`src/rtl/result_sel_pkg.sv`:
```
// Shared types and constants for the recognition result selector.
package result_sel_pkg;

    localparam int SCORE_W_DEF = 24;
    localparam int WORD_W_DEF  = 6;

    typedef enum logic [1:0] {
        IDLE    = 2'd0,
        COLLECT = 2'd1,
        HOLD    = 2'd2,
        ACK     = 2'd3
    } state_t;

    localparam logic [WORD_W_DEF-1:0]  NO_WORD   = {WORD_W_DEF{1'b1}};
    localparam logic [SCORE_W_DEF-1:0] SCORE_MIN = {1'b1, {(SCORE_W_DEF-1){1'b0}}};

endpackage

```
`src/rtl/result_cmp.sv`:
```
// Signed compare-and-keep-best unit; strict compare so ties keep the earlier index.
module result_cmp
    import result_sel_pkg::*;
#(
    parameter int SCORE_W = SCORE_W_DEF,
    parameter int WORD_W  = WORD_W_DEF
) (
    input  logic                      en,
    input  logic signed [SCORE_W-1:0] score,
    input  logic        [WORD_W-1:0]  idx,
    input  logic signed [SCORE_W-1:0] best_in,
    input  logic        [WORD_W-1:0]  best_idx_in,
    output logic signed [SCORE_W-1:0] best_out,
    output logic        [WORD_W-1:0]  best_idx_out
);

    // Replace the running best only on a strictly greater score.
    always_comb begin
        best_out     = best_in;
        best_idx_out = best_idx_in;
        if (en && (score > best_in)) begin
            best_out     = score;
            best_idx_out = idx;
        end else begin
            best_out     = best_in;
            best_idx_out = best_idx_in;
        end
    end

endmodule

```
`src/rtl/result_sel.sv`:
```
// Best-word result selector between the HMM decoder, host and parameter loader.
// Optional idle watchdog enabled by defining RESULT_TIMEOUT_EN.
module result_sel
    import result_sel_pkg::*;
#(
    parameter int SCORE_W = SCORE_W_DEF,
    parameter int WORD_W  = WORD_W_DEF
`ifdef RESULT_TIMEOUT_EN
    , parameter int TIMEOUT_CYC = 65535
`endif
) (
    input  logic                      clk,
    input  logic                      reset,
    input  logic        [WORD_W-1:0]  word_num,
    input  logic                      ready,
    input  logic                      fs,
    input  logic                      score_valid,
    input  logic signed [SCORE_W-1:0] score,
    input  logic        [WORD_W-1:0]  score_word,
    input  logic                      host_ack,
    output logic                      result_valid,
    output logic        [WORD_W-1:0]  result_word,
    output logic signed [SCORE_W-1:0] result_score,
    output logic                      result_ack,
    output logic                      busy,
    output logic                      seq_err
`ifdef RESULT_TIMEOUT_EN
    , output logic                    timeout
`endif
);

    localparam logic [WORD_W-1:0]  NO_WORD_L   = {WORD_W{1'b1}};
    localparam logic [SCORE_W-1:0] SCORE_MIN_L = {1'b1, {(SCORE_W-1){1'b0}}};
    localparam logic [WORD_W:0]    CNT_ONE     = {{WORD_W{1'b0}}, 1'b1};

    state_t                      state_r, state_next_s;
    logic                        fs_d_r, arm_r, start_s, hit_s, last_s, tmo_hit_s;
    logic        [WORD_W:0]      count_r;
    logic signed [SCORE_W-1:0]   best_r, cmp_best_s;
    logic        [WORD_W-1:0]    best_idx_r, cmp_idx_s;
    logic                        result_valid_r, result_ack_r, busy_r, seq_err_r;
    logic        [WORD_W-1:0]    result_word_r;
    logic signed [SCORE_W-1:0]   result_score_r;

    // arm_r blocks a start until fs has been seen low since reset, so a stuck-high fs cannot start a pass.
    assign start_s = fs && !fs_d_r && ready && arm_r;
    assign hit_s   = (state_r == COLLECT) && score_valid && ({1'b0, score_word} == count_r);
    assign last_s  = hit_s && (count_r == ({1'b0, word_num} - CNT_ONE));

    result_cmp #(.SCORE_W(SCORE_W), .WORD_W(WORD_W)) u_cmp (
        .en           (hit_s),
        .score        (score),
        .idx          (score_word),
        .best_in      (best_r),
        .best_idx_in  (best_idx_r),
        .best_out     (cmp_best_s),
        .best_idx_out (cmp_idx_s)
    );

`ifdef RESULT_TIMEOUT_EN
    localparam int IDLE_W = $clog2(TIMEOUT_CYC + 1);
    localparam logic [IDLE_W-1:0] IDLE_LAST = IDLE_W'(TIMEOUT_CYC - 1);
    logic [IDLE_W-1:0] idle_r;
    logic              timeout_r;

    assign tmo_hit_s = (state_r == COLLECT) && !score_valid && (idle_r == IDLE_LAST);

    // Idle watchdog: cleared by each strobe, flags a timed-out pass until the next start.
    always_ff @(posedge clk or negedge reset) begin
        if (!reset) begin
            idle_r    <= {IDLE_W{1'b0}};
            timeout_r <= 1'b0;
        end else if ((state_r == IDLE) && start_s) begin
            idle_r    <= {IDLE_W{1'b0}};
            timeout_r <= 1'b0;
        end else if (state_r == COLLECT) begin
            idle_r <= score_valid ? {IDLE_W{1'b0}} : (idle_r + {{(IDLE_W-1){1'b0}}, 1'b1});
            if (tmo_hit_s && fs) begin
                timeout_r <= 1'b1;
            end
        end
    end

    assign timeout = timeout_r;
`else
    assign tmo_hit_s = 1'b0;
`endif

    // Next-state logic.
    always_comb begin
        state_next_s = state_r;
        case (state_r)
            IDLE: begin
                if (start_s) begin
                    state_next_s = (word_num == {WORD_W{1'b0}}) ? HOLD : COLLECT;
                end else begin
                    state_next_s = IDLE;
                end
            end
            COLLECT: begin
                if (!fs) begin
                    state_next_s = IDLE;
                end else if (last_s || tmo_hit_s) begin
                    state_next_s = HOLD;
                end else begin
                    state_next_s = COLLECT;
                end
            end
            HOLD: begin
                if (host_ack) begin
                    state_next_s = ACK;
                end else begin
                    state_next_s = HOLD;
                end
            end
            ACK:     state_next_s = IDLE;
            default: state_next_s = IDLE;
        endcase
    end

    // State register.
    always_ff @(posedge clk or negedge reset) begin
        if (!reset) begin
            state_r <= IDLE;
        end else begin
            state_r <= state_next_s;
        end
    end

    // Score collection, result capture and handshake registers.
    always_ff @(posedge clk or negedge reset) begin
        if (!reset) begin
            fs_d_r         <= 1'b0;
            arm_r          <= 1'b0;
            count_r        <= {(WORD_W+1){1'b0}};
            best_r         <= SCORE_MIN_L;
            best_idx_r     <= NO_WORD_L;
            result_valid_r <= 1'b0;
            result_word_r  <= NO_WORD_L;
            result_score_r <= {SCORE_W{1'b0}};
            result_ack_r   <= 1'b0;
            busy_r         <= 1'b0;
            seq_err_r      <= 1'b0;
        end else begin
            fs_d_r       <= fs;
            arm_r        <= arm_r || !fs;
            busy_r       <= (state_next_s == COLLECT);
            result_ack_r <= 1'b0;
            case (state_r)
                IDLE: begin
                    if (start_s) begin
                        count_r        <= {(WORD_W+1){1'b0}};
                        best_r         <= SCORE_MIN_L;
                        best_idx_r     <= NO_WORD_L;
                        seq_err_r      <= 1'b0;
                        result_word_r  <= NO_WORD_L;
                        result_score_r <= {SCORE_W{1'b0}};
                        result_valid_r <= (word_num == {WORD_W{1'b0}});
                    end
                end
                COLLECT: begin
                    if (hit_s) begin
                        best_r     <= cmp_best_s;
                        best_idx_r <= cmp_idx_s;
                        count_r    <= count_r + CNT_ONE;
                    end else if (score_valid) begin
                        seq_err_r <= 1'b1;
                    end
                    if (state_next_s == HOLD) begin
                        result_valid_r <= 1'b1;
                        result_word_r  <= cmp_idx_s;
                        result_score_r <= cmp_best_s;
                    end
                end
                HOLD: begin
                    if (score_valid) begin
                        seq_err_r <= 1'b1;
                    end
                    result_ack_r <= host_ack;
                end
                ACK: begin
                    result_valid_r <= 1'b0;
                end
                default: begin
                    result_valid_r <= 1'b0;
                end
            endcase
        end
    end

    assign result_valid = result_valid_r;
    assign result_word  = result_word_r;
    assign result_score = result_score_r;
    assign result_ack   = result_ack_r;
    assign busy         = busy_r;
    assign seq_err      = seq_err_r;

endmodule

```
`config.mk`:
```
export PLATFORM = sky130hd
export DESIGN_NAME = result_sel
export DESIGN_NICKNAME = d
export VERILOG_FILES = /design/src/rtl/result_sel_pkg.sv /design/src/rtl/result_cmp.sv /design/src/rtl/result_sel.sv
export SDC_FILE = /design/constraint.sdc
export NUM_CORES = 1
export LEC_CHECK = 0
export ABC_CLOCK_PERIOD_IN_PS = 3500
export CORE_MARGIN = 3
export CORE_UTILIZATION = 35
export CTS_CLUSTER_DIAMETER = 200
export CTS_CLUSTER_SIZE = 24
export DETAILED_ROUTE_END_ITERATION = 8
export PLACE_DENSITY = 0.57
export SLEW_MARGIN = 20
export SYNTH_ARGS = -nofsm -noshare
export SYNTH_HDL_FRONTEND = slang
export SYNTH_SLANG_ARGS = --single-unit
```
`constraint.sdc`:
```
create_clock -name clk -period 3.5 [get_ports clk]
set_input_delay 0.35 -clock clk [delete_from_list [all_inputs] [get_ports clk]]
set_output_delay 0.35 -clock clk [all_outputs]
set_load 0.01 [all_outputs]
```
==> results.ini <==
[outcome]
status=completed

[global_route]
grt_overflow=0
grt_usage_pct=15.3
grt_pass1_wl_mm=16.5
grt_max_degree=76
grt_pass1_vias=3158
antenna_found_initial=0

[timing]
relSlewSlack_pct=34.8
hold_viol=0
fin_crit_sh_pct=88.6
finalSetupViolCount=0
setup_tns_ps=0
finClkSkew_ps=6.63
drv_slew=0
clock.fmax_mhz=322
worstMarginPinSlew_ps=978
finalCriticalPeriod_ps=3100
rsz0062_at_grt=no
holdWs_ps=168

[pwr]
p_switching_mw=0.730
switching_share_pct=31.2
power_density_nw_per_um2=433
p_leak_nw=2.11
comb_power_share_pct=23.1
p_clk_share_pct=36.3
finalPower_mw=2.34
p_int_mw=1.61
ir_drop_mv=0.227
pwr-share-seq_pct=40.6

[clock_network]
root_buffer=clkbuf_16
h-tree-depth=3
cts.sinks=75
clkTransAtPathRegs_ps=60
cts_tree=done
holdBufCountCts=0
clk_latency_ps=330
clockBufferDepth=2
postCtsSetupBuffers=0
cts-buffers-inserted=9
cts_resized=0

[yosys]
synth_area_um2=4290
synth_area_leaders=dfrtp_1 (36%), ha_1 (9.3%), dfstp_2 (8.0%)
synth_edf_count=0
synth.top_cell.area_share_pct=36.2
ys_warn_count=0
ys_types=49
synth_fp_nets=454
synth.most_common_cell=dfrtp_1
yosysSeqAreaShare_pct=44.1
syn_area_per_cell_um2=11.3
ys_async_sr_fraction_pct=100
synth_common_cells=dfrtp_1 (62), inv_1 (34), ha_1 (32), mux2i_1 (25), a22o_1 (22)
yosysTopAreaCell=dfrtp_1
synth_ff_type=dfrtp_1
ys_seq_elements=75
synthCells=380

[die]
fp.dieW_um=117
die_y_um=117
num_rows=39
io_pins=76
start_util_pct=36.6
fp.dieArea_um2=13600
core_area_um2=11700

[setup_path]
crit_required_ps=3710
critPathCaptureType=flop
cp_max_fo=17
crit_type=flop to flop
arrival_ps=3310
cp-start-kind=flop

[job]
maxCapViolCount=0

[route]
routed_wl_mm=10.2
routed_via_density=5.21
wl_per_cell_um=16.9
drt_iter0_markers=116
antenna_left=0
drc=0
vias=3144
firstDrtPassIters=4

[place]
port-buffer-count=75
gp_congestion=0.761
hpwlAfterDp_mm=6.99

[finish]
nets=529
final_core_util_pct=46.3
diodes=0
drive_gt1_share_pct=13.7
syn2layout_area_growth_pct=26.3
nFillCells=1102

[hold_path]
hold_path_class=input pin to async pin

## layout by cell type, fill, tap and decap left out, types with 2 or more instances in the layout
cell type | synthesis | final
a21o_1 | 2 | 2
dfrtp_1 | 62 | 62
nand4_1 | 6 | 6
clkbuf_16 | 0 | 9
ha_1 | 32 | 32
o21ai_1 | 3 | 3
nor3b_1 | 2 | 2
nor4_1 | 2 | 2
buf_4 | 1 | 9
nand3_1 | 9 | 9
xor2_1 | 6 | 6
o22a_1 | 12 | 12
nand2_1 | 17 | 17
o21ai_0 | 11 | 11
and2_1 | 2 | 2
clkinvlp_4 | 0 | 2
clkdlybuf4s50_1 | 0 | 74
a21oi_1 | 20 | 20
dfstp_2 | 13 | 13
mux2i_1 | 25 | 25
nor2_1 | 6 | 6
nand4b_1 | 2 | 2
mux2_2 | 7 | 7
o2bb2ai_2 | 10 | 10
a22o_1 | 22 | 22
nor3_1 | 6 | 6
nand2b_1 | 5 | 5
inv_1 | 34 | 34
xnor2_1 | 10 | 10
nor2b_1 | 2 | 2
a211oi_1 | 3 | 2
clkinv_2 | 0 | 2
o2bb2ai_1 | 15 | 15
## critical path, cell delays in order (launching register included)
cell	delay [ps]
dfstp_2	530
inv_1	50
ha_1	400
nand4_2	170
nor4_2	430
o31ai_1	160
and4bb_4	250
mux2i_4	190
buf_4	340
mux2i_1	350
o2bb2ai_2	100
## stage by stage
stage	worst slack (ps)	cells	cell area [um2]
floorplan	770	380	4290
global placement	259	587	5150
detailed placement	126	587	5150
CTS	406	603	5420
global route	250	603	5420
finish	399	603	5420
## final timing paths
kind,from,end,slack [ps],cells past startpoint
setup reg to reg,best_r[23],result_score[19],400,10
setup / recovery,best_r[23],result_score[19],400,10
max in group asynchronous,reset,best_r[10],2700,1
hold reg to reg,arm_r,arm_r,470,1
hold / removal,reset,seq_err,170,1
min in group clk,arm_r,arm_r,470,1
## kinds of logic after synthesis
family | Yosys count | synth area share [%]
AOI/OAI and AO/OA | 106 | 20.0
xor gates and xnor gates | 17 | 3.64
adders and majority gates | 32 | 9.33
muxes | 33 | 8.19
buffers and inverters | 53 | 6.15
DFF | 75 | 44.1
and+or+nand+nor | 64 | 8.60
## power by group through the flow
stage                     logic [mW]  clock network (mW)  registers, mW
after floorplan                0.344                   0          0.955
after global placement         0.533                   0          0.967
after detailed placement       0.540                   0          0.967
after CTS                      0.544               0.872          0.953
after global routing           0.599               0.909          0.957
final                          0.541               0.851          0.952
## sequential cells by signal (all words and copies together), names as in the netlist
| signal | count |
|---|---|
| fs_d_r | 1 |
| count_r | 7 |
| state_r | 2 |
| best_r | 24 |
| result_score | 24 |
| result_ack | 1 |
| busy | 1 |
| result_word | 6 |
| seq_err | 1 |
| result_valid | 1 |
| arm_r | 1 |
| best_idx_r | 6 |
## metal layers
layer	wire length (um)	GRT usage (%)	share of wire [%]	up-vias
li1	-	-	-	1534
met2	4570	23.6	45	59
met1	5210	22.4	51	1543
met4	105	4.59	1.0	0
met5	0	0	0	-
met3	280	2.12	2.8	8
## final cells by class
| type | count | area (um2) | share of cell area (%) |
|---|---|---|---|
| timing repair buffer | 83 | 808 | 14.9 |
| clock inverter | 5 | 28.8 | 0.531 |
| multi-input combinational | 252 | 2140 | 39.5 |
| inverter | 34 | 128 | 2.36 |
| tap | 143 | 179 | 3.30 |
| sequential | 75 | 1890 | 34.9 |
| clock buffer | 11 | 243 | 4.48 |
No activity file was read; power rests on OpenSTA's default activity.
